<file path="src/rtl/traffic_light_pkg.sv">
// Shared lamp codes, default dwell times and colour helpers for the traffic-light sequencer.
package traffic_light_pkg;

  typedef enum logic [1:0] {
    LT_RED    = 2'b00,
    LT_GREEN  = 2'b01,
    LT_YELLOW = 2'b10,
    LT_OFF    = 2'b11
  } light_t;

  localparam int DEF_RED_CYCLES    = 8;
  localparam int DEF_GREEN_CYCLES  = 6;
  localparam int DEF_YELLOW_CYCLES = 2;
  localparam int DEF_FLASH_CYCLES  = 4;

  function automatic int dwell_for(input light_t colour, input int red, input int green,
                                   input int yellow);
    case (colour)
      LT_RED:    return red;
      LT_GREEN:  return green;
      LT_YELLOW: return yellow;
      default:   return 1;
    endcase
  endfunction

  function automatic light_t next_colour(input light_t colour);
    case (colour)
      LT_RED:    return LT_GREEN;
      LT_GREEN:  return LT_YELLOW;
      default:   return LT_RED;
    endcase
  endfunction

endpackage

</file>
<file path="src/rtl/tl_dwell_timer.sv">
// Dwell counter: counts 0..limit-1 on each tick, wraps on done; clear forces it back to 0.
module tl_dwell_timer
  import traffic_light_pkg::*;
#(
  parameter int CNT_W = 4
) (
  input  logic             clk,
  input  logic             rst,
  input  logic             clear,
  input  logic             tick,
  input  logic [CNT_W-1:0] limit,
  output logic [CNT_W-1:0] count,
  output logic             done
);

  assign done = tick && (count == limit - CNT_W'(1));

  always_ff @(posedge clk or negedge rst) begin
    if (!rst) begin
      count <= '0;
    end else if (clear || done) begin
      count <= '0;
    end else if (tick) begin
      count <= count + CNT_W'(1);
    end
  end

endmodule

</file>
<file path="src/rtl/traffic_light_fsm.sv">
// RED -> GREEN -> YELLOW sequencer with per-colour dwell and registered lamp code.
// Optional macro TRAFFIC_FLASH_EN: enable=0 flashes YELLOW/OFF instead of freezing.
module traffic_light_fsm
  import traffic_light_pkg::*;
#(
  parameter int RED_CYCLES    = DEF_RED_CYCLES,
  parameter int GREEN_CYCLES  = DEF_GREEN_CYCLES,
  parameter int YELLOW_CYCLES = DEF_YELLOW_CYCLES,
  parameter int FLASH_CYCLES  = DEF_FLASH_CYCLES
) (
  input  logic       clk,
  input  logic       rst,
  input  logic       enable,
  output logic [1:0] light
);

  localparam int MAX_RG  = (RED_CYCLES > GREEN_CYCLES) ? RED_CYCLES : GREEN_CYCLES;
  localparam int MAX_RGY = (MAX_RG > YELLOW_CYCLES) ? MAX_RG : YELLOW_CYCLES;
  localparam int MAX_ALL = (MAX_RGY > FLASH_CYCLES) ? MAX_RGY : FLASH_CYCLES;
  localparam int CNT_W   = $clog2(MAX_ALL + 1);

  light_t           state, state_nxt, light_nxt;
  logic [CNT_W-1:0] limit;
  logic [CNT_W-1:0] count_unused;
  logic             tick, clear, done;

`ifdef TRAFFIC_FLASH_EN
  logic flash_mode, flash_mode_nxt;
  logic flash_phase, flash_phase_nxt;
`endif

  // The top keys colour changes off done; the raw count stays inside the timer.
  tl_dwell_timer #(.CNT_W(CNT_W)) u_timer (
    .clk   (clk),
    .rst   (rst),
    .clear (clear),
    .tick  (tick),
    .limit (limit),
    .count (count_unused),
    .done  (done)
  );

  always_comb begin
    state_nxt = state;
    tick      = enable;
    clear     = 1'b0;
    limit     = CNT_W'(dwell_for(state, RED_CYCLES, GREEN_CYCLES, YELLOW_CYCLES));
`ifdef TRAFFIC_FLASH_EN
    flash_mode_nxt  = flash_mode;
    flash_phase_nxt = flash_phase;
    tick            = enable | flash_mode;
`endif
    if (state == LT_OFF) begin
      state_nxt = LT_RED;
      clear     = 1'b1;
    end
`ifdef TRAFFIC_FLASH_EN
    else if (flash_mode) begin
      limit = CNT_W'(FLASH_CYCLES);
      if (enable) begin
        flash_mode_nxt = 1'b0;
        state_nxt      = LT_RED;
        clear          = 1'b1;
      end else if (done) begin
        flash_phase_nxt = ~flash_phase;
      end
    end else if (!enable) begin
      flash_mode_nxt  = 1'b1;
      flash_phase_nxt = 1'b0;
      clear           = 1'b1;
    end
`endif
    else if (done) begin
      state_nxt = next_colour(state);
    end

    // Light is loaded with the decode of the next state so it always mirrors the register.
    light_nxt = state_nxt;
`ifdef TRAFFIC_FLASH_EN
    if (flash_mode_nxt) light_nxt = flash_phase_nxt ? LT_OFF : LT_YELLOW;
`endif
  end

  always_ff @(posedge clk or negedge rst) begin
    if (!rst) begin
      state <= LT_RED;
      light <= 2'b00;
    end else begin
      state <= state_nxt;
      light <= light_nxt;
    end
  end

`ifdef TRAFFIC_FLASH_EN
  always_ff @(posedge clk or negedge rst) begin
    if (!rst) begin
      flash_mode  <= 1'b0;
      flash_phase <= 1'b0;
    end else begin
      flash_mode  <= flash_mode_nxt;
      flash_phase <= flash_phase_nxt;
    end
  end
`endif

endmodule

</file>
<file path="config.mk">
export PLATFORM = sky130hd
export DESIGN_NAME = traffic_light_fsm
export DESIGN_NICKNAME = d
export VERILOG_FILES = /design/src/rtl/traffic_light_pkg.sv /design/src/rtl/tl_dwell_timer.sv /design/src/rtl/traffic_light_fsm.sv
export SDC_FILE = /design/constraint.sdc
export NUM_CORES = 1
export LEC_CHECK = 0
export CAP_MARGIN = 20
export CORE_AREA = 10 10 47 49
export CTS_CLUSTER_SIZE = 10
export DETAILED_ROUTE_END_ITERATION = 6
export DIE_AREA = 0 0 57 59
export SLEW_MARGIN = 20
export SYNTH_ARGS = -nofsm -noshare
export SYNTH_HDL_FRONTEND = slang
export SYNTH_SLANG_ARGS = --single-unit
</file>
<file path="constraint.sdc">
create_clock -name clk -period 2.4 [get_ports clk]
set_clock_uncertainty 0.15 [all_clocks]
set_input_delay 0.48 -clock clk [delete_from_list [all_inputs] [get_ports clk]]
set_output_delay 0.48 -clock clk [all_outputs]
set_load 0.02 [all_outputs]
</file>
# Word-level counts from Yosys, hierarchy flattened
# Index checks and enable logic that the tools add are counted.
# classes
add_sub_neg	2
muxes	7
eq_ne	4
n_reduce_logical	5
# op_table
cell	n
$pmux W4 S3	1
$mux W4	2
$add A4 B1 Y4 const B	1
$eq A2 B2 Y1 const B	2
$eq A4 B4 Y1	1
$mux W2	2
$pmux W2 S2	1
$reduce_bool A2 Y1	2
$sub A4 B1 Y4 const B	1
$eq A2 B1 Y1 const B	1
$logic_not A2 Y1	1
$logic_and A1 B1 Y1	1
$logic_or A1 B1 Y1	1
$mux W1	1
# totals
register_bits	6
output_inout_bits	2
word_cells	20
inputBits	3

# Depth between registers and ports, before layout
# Gate-level depths: netlist (run 1).
# depth
word_depth	7
mapped_depth	4
mapped_depth_nobuf	4

# Cells and area by module
# A second synthesis (run 1) with hierarchy kept.
# hier_totals
cells_unflattened	36
hier_area_um2	399.1
# modules_own_cells
mod	area_per_inst_um2	cells_per_inst	n_inst	seq_area_each_um2
tl_dwell_timer	275.3	26	1	100.1
traffic_light_fsm	123.9	10	1	50.0

# Worst setup path after synthesis (run 1)
# OpenSTA, ideal clock, no wires.
# synth_timing
path_kind	flip-flop to flip-flop
from	register state[0]
to	register u_timer.count[1]
stages_incl_launch_ff	5
required_ns	2.130
setup_slack_ns	0.930
period_less_slack_ns	1.470
t_arrival_ns	1.199
path_buffers	1
setup_ns	0.120
cell_sequence	dfrtp_1 buf_2 nor4bb_4 o2111ai_1 and4_1
# synth_between
elab_chain_len	7
elab_cells_between_ends	12
classes_between	add/sub (1); eq/ne (4); mux (3); reduce/logical (4)
# synth_rtl
element	line_no	rtl
start: declaration	traffic_light_fsm.sv:22	light_t state, state_nxt, light_nxt;
start signal: assignment	traffic_light_fsm.sv:89	state <= state_nxt;
$eq A2 B2 Y1 (tied with other cells)	traffic_light_pkg.sv:18	case (colour)
$pmux W4 S3	traffic_light_pkg.sv:18	
$sub A4 B1 Y4	tl_dwell_timer.sv:16	assign done = tick && (count == limit - CNT_W'(1));
$eq A4 B4 Y1	tl_dwell_timer.sv:16	
$logic_and A1 B1 Y1	tl_dwell_timer.sv:16	
$logic_or A1 B1 Y1 *	tl_dwell_timer.sv:21	end else if (clear || done) begin
$mux W4 / $reduce_bool A2 Y1 (equally long branches)	--	
end signal: assignment	tl_dwell_timer.sv:24	count <= count + CNT_W'(1);
end: declaration	tl_dwell_timer.sv:12	output logic [CNT_W-1:0] count,
# Every way passes the cells marked *; elsewhere a longest branch is shown, timed or not.
# A chain may end at the register's enable or synchronous reset.

==> results of run 1 <==
-- cells by family after synthesis --
family / Yosys count / share of synthesized area, %
xor+xnor: 1 / 2.13
compound gates: 11 / 18.2
mux: 2 / 5.17
simple gates: 14 / 29.2
fa+ha+maj: 1 / 3.04
buf+inv: 4 / 5.77
flops: 6 / 36.5
-- sequential cells by signal, summed over array words and instances, names as in the netlist --
name / flops
state: 2
u_timer.count: 4
-- through the flow --
stage	utilization, %	instances	total power (W)
6_report	34.6	61	0.000492
5_1_grt	34.6	61	0.000531
4_1_cts	34.6	61	0.000495
3_5_place_dp	33.0	58	0.000398
3_3_place_gp	33.0	58	0.000392
2_1_floorplan	-	39	0.000343
-- final cells by class --
cell class | count | area (µm²)
fillers | 155 | 916
flip-flops and latches | 6 | 150
repair buffers | 5 | 47.5
inverters | 2 | 7.51
well taps | 16 | 20.0
clock buffers | 3 | 22.5
multi-input cells | 29 | 238
-- cell usage after synthesis, drive strengths merged --
master	number
nor4bb	1
mux2	1
xnor2	1
ha	1
nor2b	2
a221oi	1
a21oi	2
nor3	1
o22ai	1
mux2i	1
o2111ai	1
and2b	1
o21ai	2
nand2	2
and4bb	2
buf	2
a21boi	1
inv	2
nor2	1
o211ai	1
nand2b	1
and4	2
a2bb2oi	1
dfrtp	6
o21bai	1
nand4b	1
-- metal layers --
| metal | routed length (µm) | global-route usage [%] | share of wire [%] |
|---|---|---|---|
| met5 | 0 | 0 | 0 |
| met4 | 0 | 4.03 | 0 |
| met3 | 40 | 1.07 | 4.3 |
| met2 | 458 | 8.68 | 49 |
| met1 | 429 | 7.15 | 46 |
-- cells in the final DEF, fill, tap and decap left out, drive strengths merged, types with 2 or more instances in the layout --
cell           count
clkbuf             3
o21ai              2
nand2              2
clkdlybuf4s50      4
dfrtp              6
a21oi              2
and4               2
and4bb             2
inv                2
nor2b              2
-- worst paths after layout --
check                                  from               end  slack (ps)  cells past startpoint
setup reg to reg                   state[1]  u_timer.count[1]         930                      3
hold reg to reg            u_timer.count[3]  u_timer.count[3]         510                      2
hold / removal                          rst  u_timer.count[2]         330                      1
max in group asynchronous               rst  u_timer.count[3]        1530                      1
min in group clk           u_timer.count[3]  u_timer.count[3]         510                      2
setup / recovery                   state[0]          light[0]         270                      1
-- power groups by stage --
stage	clock [W]	combinational, W	sequential [W]
final	0.0000936	0.000183	0.000215
after global routing	0.000102	0.000206	0.000223
after CTS	0.0000975	0.000183	0.000215
after global placement	0	0.000178	0.000213
after detailed placement	0	0.000182	0.000216
after floorplan	0	0.000148	0.000194
==> flow_metrics.env, run 1 <==
export IMPL_critPathSlowestCell="clkdlybuf4s50_1"
export IMPL_preCtsSetupSlack_ps=505
export IMPL_post_cts_buffers=0
export IMPL_fin_nets=51
export IMPL_h_tree_depth=1
export IMPL_gp_congestion=0.815
export IMPL_clk_pin_slew_ps=50
export IMPL_setup_tns_final_ps=0
export IMPL_start_util_pct=29.4
export IMPL_drv_slew=0
export IMPL_overflow=0
export IMPL_syn_num_nets=43
export IMPL_intPower_w=0.000310
export IMPL_hold_viol=0
export IMPL_hold_class="primary input to asynchronous set/reset pin"
export IMPL_switching_share_pct=37.1
export IMPL_powerDensity_nw_per_um2=1010
export IMPL_clock_latency_ps=240
export IMPL_ys_ff_latch=6
export IMPL_power_frac_comb_pct=37.2
export IMPL_cts_resized=0
export IMPL_die_area_um2=3360
export IMPL_avgSynthCellArea_um2=10.6
export IMPL_maxCapViolCount=0
export IMPL_vias=344
export IMPL_core_area_um2=1400
export IMPL_cts_root_buf="clkbuf_4"
export IMPL_crit_required_ps=1770
export IMPL_clkPwrFrac_pct=19.0
export IMPL_rsz0062_at_grt="no"
export IMPL_dieWidth_um=57
export IMPL_max_freq_ghz=0.470
export IMPL_synth_top_area_cell="dfrtp_1"
export IMPL_drc=0
export IMPL_end_kind="output pin"
export IMPL_holdBufCountCts=0
export IMPL_synth_area_leaders="dfrtp_1 36%, nor4bb_4 6.1%, and4_1 4.3%"
export IMPL_area_delta_synth_final_pct=17.9
export IMPL_cts_tree="done"
export IMPL_grt_pass1_vias=359
export IMPL_grt_usage_pct=5.76
export IMPL_ios=5
export IMPL_synth_cell_types=29
export IMPL_seq_power_share_pct=43.7
export IMPL_syn_inst=39
export IMPL_wl_um=928
export IMPL_setup_slack_ps=274
export IMPL_num_rows=14
export IMPL_tightest_slew_ps=381
export IMPL_status="completed"
export IMPL_grt_pass1_wl_mm=1.61
export IMPL_synth_top_cell_area_share_pct=36.5
export IMPL_first_iter_violations=11
export IMPL_portBuffers=4
export IMPL_drive_above_1_share_pct=17.8
export IMPL_finalSetupViolCount=0
export IMPL_critPathLaunchType="flip-flop"
export IMPL_placed_cell_area_um2=463
export IMPL_arrival_ps=1500
export IMPL_p_sw_w=0.000183
export IMPL_first_pass_iters=4
export IMPL_crit_type="flip-flop to output pin"
export IMPL_synth_area_um2=412
export IMPL_ant_nets=0
export IMPL_viasPerCell=5.64
export IMPL_hold_ws_ps=334
export IMPL_finalCritPeriodShare_pct=88.6
export IMPL_cts_sinks=6
export IMPL_antenna_cells=0
export IMPL_cts_buffers=3
export IMPL_worst_ir_drop_vdd_mv=0.441
export IMPL_ys_warn_count=0
export IMPL_crit_path_max_fanout=11
export IMPL_leakage_nw=0.202
export IMPL_clock_path_buffers=2
export IMPL_period_minus_slack_ps=2130
export IMPL_crit_family="buffers and inverters"
export IMPL_grt_max_degree=12
export IMPL_die_y_um=59
export IMPL_wire_per_inst_um=15.2
export IMPL_final_area_um2=485
export IMPL_max_stage_delay_ps=700
export IMPL_timing_slew_headroom_pct=74.6
export IMPL_path_cells="clkdlybuf4s50_1"
export IMPL_synth_seq_area_share_pct=36.5
export IMPL_path_buf_inv=1
export IMPL_antenna_found_initial=0
Power figures use the tool's default switching activity.
==> run 2, diff against run 1 <==
CORE_AREA = 2 2 39 41   (was 10 10 47 49)
DIE_AREA = 0 0 41 43   (was 0 0 57 59)
==> flow_metrics.env, run 2 (synthesis gave the netlist of run 1 again) <==
export IMPL_antenna_found_initial=0
export IMPL_setup_tns_final_ps=0
export IMPL_timing_slew_headroom_pct=76.1
export IMPL_intPower_w=0.000310
export IMPL_final_area_um2=493
export IMPL_fin_nets=52
export IMPL_clock_latency_ps=250
export IMPL_antenna_cells=0
export IMPL_hold_viol=0
export IMPL_p_sw_w=0.000183
export IMPL_grt_max_degree=11
export IMPL_max_flop_register="u_timer.count"
export IMPL_grt_pass1_vias=314
export IMPL_clock_path_buffers=2
export IMPL_layout_common_cells="6 x dfrtp_1, 4 x clkdlybuf4s50_1, 3 x clkbuf_4"
export IMPL_drv_slew=0
export IMPL_drc=0
export IMPL_dieWidth_um=41
export IMPL_path_buf_inv=1
export IMPL_cts_tree="done"
export IMPL_hpwl_um=630
export IMPL_crit_required_ps=1770
export IMPL_worst_ir_drop_vdd_mv=0.249
export IMPL_switching_share_pct=37.1
export IMPL_post_cts_buffers=0
export IMPL_wire_per_inst_um=14.1
export IMPL_status="completed"
export IMPL_cts_sinks=6
export IMPL_crit_family="buffers and inverters"
export IMPL_cts_root_buf="clkbuf_4"
export IMPL_portBuffers=4
export IMPL_drive_above_1_share_pct=19.6
export IMPL_powerDensity_nw_per_um2=1000
export IMPL_power_frac_comb_pct=37.4
export IMPL_overflow=0
export IMPL_core_area_um2=1380
export IMPL_first_pass_iters=1
export IMPL_leakage_nw=0.208
export IMPL_first_iter_violations=0
export IMPL_top_regs="u_timer.count x4, state x2"
export IMPL_grt_usage_pct=13.6
export IMPL_layout_commonest_cell="dfrtp_1"
export IMPL_placed_cell_area_um2=470
export IMPL_finalCritPeriodShare_pct=87.8
export IMPL_critPathSlowestCell="clkdlybuf4s50_1"
export IMPL_max_freq_ghz=0.475
export IMPL_die_y_um=43
export IMPL_viasPerCell=5.32
export IMPL_die_area_um2=1760
export IMPL_ant_nets=0
export IMPL_critPathLaunchType="flip-flop"
export IMPL_max_stage_delay_ps=670
export IMPL_seq_power_share_pct=42.8
export IMPL_end_kind="output pin"
export IMPL_clkPwrFrac_pct=19.8
export IMPL_period_minus_slack_ps=2110
export IMPL_clk_pin_slew_ps=50
export IMPL_vias=330
export IMPL_hold_class="primary input to asynchronous set/reset pin"
export IMPL_finalSetupViolCount=0
export IMPL_nFillCells=140
export IMPL_cts_resized=0
export IMPL_holdBufCountCts=0
export IMPL_arrival_ps=1480
export IMPL_path_cells="clkdlybuf4s50_1"
export IMPL_p_total_w=0.000493
export IMPL_cts_buffers=3
export IMPL_grt_pass1_wl_mm=1.48
export IMPL_largest_register_ff_count=4
export IMPL_gp_congestion=0.768
export IMPL_wl_um=872
export IMPL_crit_type="flip-flop to output pin"
export IMPL_ios=5
export IMPL_crit_path_max_fanout=10
export IMPL_num_rows=14
export IMPL_tightest_slew_ps=359
export IMPL_area_delta_synth_final_pct=19.8
export IMPL_h_tree_depth=1
export IMPL_rsz0062_at_grt="no"
export IMPL_maxCapViolCount=0
export IMPL_start_util_pct=29.7
==> run 2: cell count changes in the layout (fill, tap and decap cells not counted) <==
cell,previous run,this run
buf_4,1,2
==> run 2: cell type report <==
cell class,count,area [µm²],area share [%]
Inverter,2,7.51,1.52
Sequential cell,6,150,30.5
Timing Repair Buffer,6,55.1,11.2
Clock buffer,3,22.5,4.57
Multi-Input combinational cell,29,238,48.2
Tap cell,16,20.0,4.06
==> run 2: metrics by stage <==
step	utilization, %	setup WS (ps)	cells	hold slack (ps)
2_1_floorplan	-	930	39	34.4
3_3_place_gp	34.0	514	59	466
3_5_place_dp	34.0	509	59	488
4_1_cts	35.6	283	62	327
5_1_grt	35.6	240	62	339
6_report	35.6	294	62	317
==> run 2: power groups by stage <==
stage / registers [W] / clock network, W / logic (W)
global route: 0.000219 / 0.000106 / 0.000211
global placement: 0.000214 / 0 / 0.000183
CTS: 0.000209 / 0.000101 / 0.000186
detailed placement: 0.000211 / 0 / 0.000184
finish: 0.000211 / 0.0000976 / 0.000185
floorplan: 0.000194 / 0 / 0.000148
==> run 2: routing by layer <==
layer	part of all wire, %	global-route usage (%)	wire length (µm)	vias to the layer above
met3	2.6	4.71	23	5
met2	46	17.2	399	7
met5	0	0	0	-
li1	-	-	-	164
met1	46	17.2	403	154
met4	5.2	12.0	45	0
==> run 2: worst paths after layout <==
kind / startpoint / endpoint / slack (ps) / cells past startpoint
max in group asynchronous: rst / state[0] / 1570 / 1
worst max register to register: state[1] / u_timer.count[1] / 930 / 3
worst max-delay path: state[1] / light[1] / 290 / 1
min in group clk: state[0] / u_timer.count[2] / 500 / 2
worst min register to register: state[0] / u_timer.count[2] / 500 / 2
worst min-delay path: rst / state[1] / 320 / 1
